===== config.mk =====
export PLATFORM = sky130hd
export DESIGN_NAME = cnt_chain_ctrl
export DESIGN_NICKNAME = d
export VERILOG_FILES = /design/src/rtl/cnt_ctrl_pkg.sv /design/src/rtl/btn_debounce.sv /design/src/rtl/cnt_chain_ctrl.sv
export SDC_FILE = /design/constraint.sdc
export NUM_CORES = 1
export LEC_CHECK = 0
export BUFFER_PORTS_ARGS = -buffer_cell sky130_fd_sc_hd__clkbuf_2
export CORE_UTILIZATION = 50
export CTS_BUF_LIST = sky130_fd_sc_hd__clkbuf_8 sky130_fd_sc_hd__clkbuf_16
export DETAILED_ROUTE_END_ITERATION = 12
export PLACE_DENSITY_LB_ADDON = 0.3
export SLEW_MARGIN = 20
export SYNTH_ARGS = -nofsm -noshare
export SYNTH_HDL_FRONTEND = slang
export SYNTH_HIERARCHICAL = 1
export SYNTH_SLANG_ARGS = --single-unit

===== constraint.sdc =====
create_clock -name clk -period 3 [get_ports clk]
set_input_delay 0.6 -clock clk [delete_from_list [all_inputs] [get_ports clk]]
set_output_delay 0.6 -clock clk [all_outputs]
set_load 0.01 [all_outputs]

===== src/rtl/cnt_ctrl_pkg.sv =====
// Shared constants for the digit-counter chain controller: FSM state codes and defaults.
// Imported by the debouncer and the sequencer top.
package cnt_ctrl_pkg;

    localparam logic [1:0] ST_IDLE  = 2'b00;
    localparam logic [1:0] ST_RUN   = 2'b01;
    localparam logic [1:0] ST_STEP  = 2'b10;
    localparam logic [1:0] ST_CLEAR = 2'b11;

    localparam int DEB_MS_DEF  = 10;
    localparam int N_STAGE_DEF = 4;

    // States in which the chain is allowed to advance at all.
    function automatic logic st_may_advance(input logic [1:0] st);
        return (st == ST_RUN) || (st == ST_STEP);
    endfunction

endpackage


===== src/rtl/btn_debounce.sv =====
// Push-button conditioner: 2-FF synchronizer, stability counter clocked by the 1 ms strobe,
// and a one-clk event on each accepted rising level.
module btn_debounce
    import cnt_ctrl_pkg::*;
#(
    parameter int DEB_MS = DEB_MS_DEF
) (
    input  logic clk,
    input  logic R_n,
    input  logic ce1ms,
    input  logic btn,
    output logic ev
);

    localparam int CW = $clog2(DEB_MS + 1);
    localparam logic [CW-1:0] DEB_LIM = CW'(DEB_MS);

    logic          sync1_reg;
    logic          sync2_reg;
    logic          level_reg;
    logic          level_next;
    logic          ev_reg;
    logic          ev_next;
    logic [CW-1:0] cnt_reg;
    logic [CW-1:0] cnt_next;
    logic [CW-1:0] cnt_inc;

    always_comb begin
        level_next = level_reg;
        cnt_next   = cnt_reg;
        cnt_inc    = cnt_reg + CW'(1);
        if (ce1ms) begin
            if (sync2_reg != level_reg) begin
                // Accept the new level once it has differed for DEB_MS consecutive strobes.
                if (cnt_inc == DEB_LIM) begin
                    level_next = sync2_reg;
                    cnt_next   = '0;
                end else begin
                    cnt_next = cnt_inc;
                end
            end else begin
                cnt_next = '0;
            end
        end
        ev_next = level_next & ~level_reg;
    end

    always_ff @(posedge clk or negedge R_n) begin
        if (!R_n) begin
            sync1_reg <= 1'b0;
            sync2_reg <= 1'b0;
            level_reg <= 1'b0;
            cnt_reg   <= '0;
            ev_reg    <= 1'b0;
        end else begin
            sync1_reg <= btn;
            sync2_reg <= sync1_reg;
            level_reg <= level_next;
            cnt_reg   <= cnt_next;
            ev_reg    <= ev_next;
        end
    end

    assign ev = ev_reg;

endmodule


===== src/rtl/cnt_chain_ctrl.sv =====
// Run/stop/step/clear sequencer for the cascaded digit counters: debounced buttons drive a
// small FSM, and per-stage count enables are built from the tick and the stage terminal counts.
module cnt_chain_ctrl
    import cnt_ctrl_pkg::*;
#(
    parameter int N_STAGE = N_STAGE_DEF,
    parameter int DEB_MS  = DEB_MS_DEF
) (
    input  logic               clk,
    input  logic               R_n,
    input  logic               ce1ms,
    input  logic               tick,
    input  logic               btn_run,
    input  logic               btn_step,
    input  logic               btn_clr,
    input  logic               one_shot,
    input  logic [N_STAGE-1:0] TC,
    output logic [N_STAGE-1:0] ce_stage,
    output logic               clr,
    output logic               ovf,
    output logic               run,
    output logic [1:0]         state
);

    // Button index order: 0 = run, 1 = step, 2 = clear.
    logic [2:0] btn_raw;
    logic [2:0] btn_ev;
    logic       run_ev;
    logic       step_ev;
    logic       clr_ev;

    assign btn_raw = {btn_clr, btn_step, btn_run};

    genvar gi;
    generate
        for (gi = 0; gi < 3; gi++) begin : g_deb
            btn_debounce #(
                .DEB_MS (DEB_MS)
            ) u_deb (
                .clk   (clk),
                .R_n   (R_n),
                .ce1ms (ce1ms),
                .btn   (btn_raw[gi]),
                .ev    (btn_ev[gi])
            );
        end
    endgenerate

    assign run_ev  = btn_ev[0];
    assign step_ev = btn_ev[1];
    assign clr_ev  = btn_ev[2];

    logic [1:0]       state_reg;
    logic [1:0]       state_next;
    logic             clr_reg;
    logic             run_reg;
    logic             adv;
    logic [N_STAGE:0] tc_chain;

    // Enables come straight from the registered state so a tick advances the chain in its own clk.
    assign adv = st_may_advance(state_reg) & ((state_reg == ST_STEP) | tick);

    assign tc_chain[0] = 1'b1;
    generate
        for (gi = 0; gi < N_STAGE; gi++) begin : g_cascade
            assign tc_chain[gi+1] = tc_chain[gi] & TC[gi];
            assign ce_stage[gi]   = adv & tc_chain[gi];
        end
    endgenerate

    assign ovf = adv & tc_chain[N_STAGE];

    always_comb begin
        state_next = state_reg;
        case (state_reg)
            ST_IDLE: begin
                if (clr_ev)       state_next = ST_CLEAR;
                else if (run_ev)  state_next = ST_RUN;
                else if (step_ev) state_next = ST_STEP;
            end
            ST_RUN: begin
                if (clr_ev)                state_next = ST_CLEAR;
                else if (run_ev)           state_next = ST_IDLE;
                else if (one_shot && ovf)  state_next = ST_IDLE;
            end
            ST_STEP:  state_next = ST_IDLE;
            ST_CLEAR: state_next = ST_IDLE;
            default:  state_next = ST_IDLE;
        endcase
    end

    always_ff @(posedge clk or negedge R_n) begin
        if (!R_n) begin
            state_reg <= ST_IDLE;
            clr_reg   <= 1'b0;
            run_reg   <= 1'b0;
        end else begin
            state_reg <= state_next;
            clr_reg   <= (state_next == ST_CLEAR);
            run_reg   <= (state_next == ST_RUN);
        end
    end

    assign state = state_reg;
    assign clr   = clr_reg;
    assign run   = run_reg;

endmodule


### Yosys cells after proc, flatten, opt, wreduce, memory -nomap -nowiden

Cells that the tools add are included.
W data, S select, Z words.

* register bits: 28
* latch bits: 0
* RAM bits: 0
* bits in read-only memories: 0
* output and inout port bits: 9
* memories: 0

* $add $sub $neg: 3
* multipliers: 0
* divide/modulo/power cells: 0
* $lt $le $gt $ge: 0
* eq/ne operators: 11
* shifts and indexed selects: 0
* mux-type cells: 22
* bitwise gates (word level): 15
* reduce and logical (&&, ||, !) cells: 4

Operators with widths (number)
* $mux W4: 6
* $add A4 B1 Y4 const B: 3
* $eq A4 B4 Y1 const B: 3
* $mux W2: 6
* $and A1 B1 Y1: 11
* $mux W1: 9
* $eq A2 B2 Y1 const B: 3
* $pmux W2 S3: 1
* $eq A2 B1 Y1 const B: 2
* $ne A1 B1 Y1: 3
* $not A1 Y1: 3
* $logic_not A2 Y1: 1
* $reduce_or A2 Y1: 1
* $logic_and A1 B1 Y1: 1
* $logic_or A1 B1 Y1: 1
* $or A1 B1 Y1: 1

### Depth between registers and ports, before layout

* depth in word-level cells: 10
* depth in mapped cells: 6
* gate-level depth less buffers: 6

### Hierarchy

The synthesis kept the hierarchy.

By module, submodules not included
* btn_debounce: instances 3, cells each 38, area each 412.9 um2, sequential area each 200.2 um2
* cnt_chain_ctrl: instances 1, cells each 30, area each 305.3 um2, sequential area each 100.1 um2

### Worst setup path after synthesis

OpenSTA, ideal clock, no wires.

* kind: register -> output
* from: reg state_reg[0], in the netlist state[0]
* to: out ce_stage[3]
* arrival time: 1291 ps
* setup slack: 1109 ps
* stages on the path, launching flop included: 6
* path buffers: 0
* cell sequence: dfrtp_1 > inv_1 > ha_1 > o2111ai_2 > inv_1 > and2_1

* word-level cells in the longest chain between the ends: 4
* elaborated cells on any way between the ends: 6

Ends and longest elaborated chain
* from (decl): line cnt_chain_ctrl.sv:53 `logic [1:0] state_reg;`
* from (signal assigned): line cnt_chain_ctrl.sv:98 `state_reg <= state_next;`
* $eq A2 B2 Y1 / $eq A2 B1 Y1 (equally long branches): line cnt_ctrl_pkg.sv:15, cnt_chain_ctrl.sv:61
* $or A1 B1 Y1 / $logic_or A1 B1 Y1 (equally long branches): line cnt_chain_ctrl.sv:61, cnt_ctrl_pkg.sv:15
* $and A1 B1 Y1 (*): line cnt_chain_ctrl.sv:61 `assign adv = st_may_advance(state_reg) & ((state_reg == ST_STEP) | tick);`
* $and A1 B1 Y1 (*): line cnt_chain_ctrl.sv:67 `assign ce_stage[gi] = adv & tc_chain[gi];`
* to (decl): line cnt_chain_ctrl.sv:18 `output logic [N_STAGE-1:0] ce_stage,`

Mark *: on every way between the ends. The rest lies on a longest branch, timed or not.

### Worst setup path in the final report

Same ends and word-level chain as after synthesis.

==> impl_metrics.csv <==
group,metric,value,unit
outcome,run_status,"finished, violations left",
outcome,violations,"design-rule violations",
global_route,antenna_found_initial,0,
detailed_routing,drt_first_iter_violations,22,
timing,rsz0062_at_grt,"no",
timing,setup-violations-final,0,
setup_path,worstSetupStartpoint,"state[0]$_DFF_PN0_",
detailed_routing,topRoutingLayerUsed,"met4",
clocking,post_cts_resized,0,
clocking,cts_setup_buffers,0,
clocking,root_buffer,"clkbuf_8",
pwr,powerDensity,486,nW/µm²
timing,relSlewSlack,0.552,
detailed_routing,wl_met1,1.17,mm
timing,fin_skew,0.00162,ns
setup_path,crit_arrival,1.64,ns
timing,worstMarginPinSlew,0.671,ns
detailed_routing,ant_nets,0,
timing,min_period_over_period,0.747,
clocking,cts_hold_buf,0,
die,die_w,57.6,µm
final_layout,fill_cells,258,
clocking,cts_tree,"done",
yosys,syn-num-nets,165,
setup_path,r2r_cells,5,
setup_path,cp-endpoint,"ce_stage[3]",
global_route,grt_usage,0.179,
die,io_pins,21,
yosys,postSynthCellCount,144,
final_layout,n_antenna_cell,0,
detailed_routing,met2_length,1.25,mm
timing,finalWorstSetupSlack,0.760,ns
timing,min_period,2.24,ns
yosys,synth_top_area_cell,"dfrtp_1",
detailed_routing,drc_errors,4,
die,row_count,19,
pwr,intPower,0.603,mW
clocking,clkTransAtPathRegs,0.08,ns
placed_design,io_buffers,20,
final_layout,drive_gt1_frac,0.246,
clocking,clk_path_buf_depth,2,
setup_path,crit_required,2.40,ns
placed_design,place_hpwl,1.97,mm
yosys,synth_top_area_frac,0.454,
setup_path,r2r_setup_slack,1.39,ns
detailed_routing,wl,2.56,mm
placed_design,gp_congestion,0.852,
yosys,syn_avg_cell_area,10.7,µm²
pwr,switchingPower,0.238,mW
timing,fmax,446,MHz
yosys,ys_seq_elements,28,
worst_hold_path,worstHoldPathType,"input port to async pin",
yosys,synth.cells.most_frequent,"dfrtp_1, inv_1, ha_1, o21ai_0",
pwr,switching_share,0.283,
global_route,grt_pass1_vias,1048,
pwr,p_seq_frac,0.539,
yosys,yosysMostFrequentCell,"dfrtp_1",
yosys,synthFlopType,"dfrtp_1",
final_layout,nNetsFinal,189,
clocking,cts_made_buffers,3,
global_route,grt_max_degree,29,
timing,slew_viol_final,0,
clocking,clock_latency,0.27,ns
yosys,synth_edf_count,0,
yosys,synth_area,1540,µm²
setup_path,crit_path_end_kind,"output port",
die,design.core.area,2830,µm²
pwr,clkPwrFrac,0.265,
timing,tns,0,ns
pwr,power_frac_comb,0.196,
pwr,vdd_drop_max,0.321,mV
detailed_routing,via_per_inst,5.71,
detailed_routing,wl_met3,119,µm
die,dieArea,3310,µm²
die,initial_core_util,0.546,
flow_run,drv_cap,0,
pwr,p_leak,0.779,nW
final_layout,area_growth,12.1,%
global_route,grt_pass1_wl,4.55,mm
yosys,ys_types,30,
die,dieHeight,57.6,µm
yosys,synth_area_leaders,"dfrtp_1, ha_1, nor4b_2, a22o_1, xnor2_1",
global_route,grt_overflow,0,
timing,hold_violations,0,
clocking,cts_sinks,28,
detailed_routing,wire_per_inst,12.9,µm
yosys,yosysWarnings,6,
setup_path,path_max_fanout,4,
yosys,yosysSeqAreaShare,0.454,
setup_path,r2r_start,"state[0]$_DFF_PN0_",
yosys,synthArstFlopShare,1.00,
setup_path,r2r-end,"state[1]$_DFF_PN0_",
setup_path,cp-start-kind,"register",
detailed_routing,drtPass1Iterations,9,
placed_design,preCtsSetupSlack,1.05,ns
detailed_routing,num_vias,1130,
setup_path,criticalPathCategory,"register to output port",
final_layout,utilization,0.612,
final_layout,largest_reg_flops,12,
clocking,ctsHtreeMaxLevel,1,
-- worst max-delay path: stages (launching register included) --
cell,delay [ns]
dfrtp_1,0.40
inv_1,0.08
ha_1,0.23
o2111ai_2,0.29
inv_1,0.09
and2_1,0.16
clkbuf_2,0.12
-- cells by family after synthesis --
logic type / count (synthesis) / synth area share
XOR/XNOR: 6 / 0.0340
adder cells (fa/ha/maj): 9 / 0.0729
buffers and inverters: 14 / 0.0365
AO/OA/AOI/OAI: 36 / 0.173
AND/OR/NAND/NOR: 51 / 0.230
flip-flops: 28 / 0.454
-- through the flow --
stage          hold WS [ns]  power [mW]  std cells  instance area [µm²]
6_report              0.349       0.841        198                 1730
5_1_grt               0.358       0.896        198                 1730
4_1_cts               0.356       0.851        198                 1730
3_5_place_dp          0.336       0.628        194                 1680
3_3_place_gp          0.335       0.614        194                 1680
2_1_floorplan         0.304       0.570        144                 1540
-- routing by layer --
layer / track usage / vias up
li1: - / 556
met2: 0.304 / 30
met5: 0 / -
met4: 0.0523 / 0
met3: 0.0476 / 5
met1: 0.225 / 539
-- power groups by stage --
stage | clock network [mW] | logic [mW] | registers (mW)
after floorplan | 0 | 0.117 | 0.453
after global placement | 0 | 0.157 | 0.457
after detailed placement | 0 | 0.168 | 0.460
after CTS | 0.231 | 0.167 | 0.453
after global routing | 0.249 | 0.187 | 0.460
final | 0.223 | 0.165 | 0.453
-- area by class of cell --
type	instances	area, µm²	share of cell area
multi-input combinational	102	787	0.455
sequential	28	701	0.405
timing repair buffer	20	100	0.0578
clock buffer	4	55.1	0.0318
inverter	13	48.8	0.0282
tap	31	38.8	0.0224
-- placed cells by master, fill, tap and decap left out --
master and n:
dfrtp_1 28, clkbuf_2 20, inv_1 13, ha_1 9, o21ai_0 9, nor2_1 8
nand2_1 8, nor3_1 8, nand3_1 6, xnor2_1 6, a22o_1 6, nor4b_2 4
clkbuf_8 4, a21bo_2 3, nand3b_1 3, a21oi_1 3, o2bb2ai_1 3, nand2b_4 3
or2b_1 3, nand2b_2 3, a311o_1 3, o21ai_1 3, a21o_1 2, and2_1 2
o21a_1 1, a21oi_2 1, o2111ai_2 1, nand2b_1 1, nor4_4 1, a31oi_1 1
nor4_2 1
-- how the worst min path moves through the flow --
stage,to,depth (start not counted),startpoint
finish,g_deb[1].u_deb/cnt_reg[0]$_DFFE_PN0P_,1,R_n
global route,g_deb[1].u_deb/sync2_reg$_DFF_PN0_,0,g_deb[1].u_deb/sync1_reg$_DFF_PN0_
CTS,g_deb[1].u_deb/sync2_reg$_DFF_PN0_,0,g_deb[1].u_deb/sync1_reg$_DFF_PN0_
detailed placement,g_deb[1].u_deb/sync2_reg$_DFF_PN0_,0,g_deb[1].u_deb/sync1_reg$_DFF_PN0_
global placement,g_deb[0].u_deb/sync2_reg$_DFF_PN0_,0,g_deb[0].u_deb/sync1_reg$_DFF_PN0_
floorplan,clr$_DFF_PN0_,0,R_n
Power figures use the tool's default switching activity.
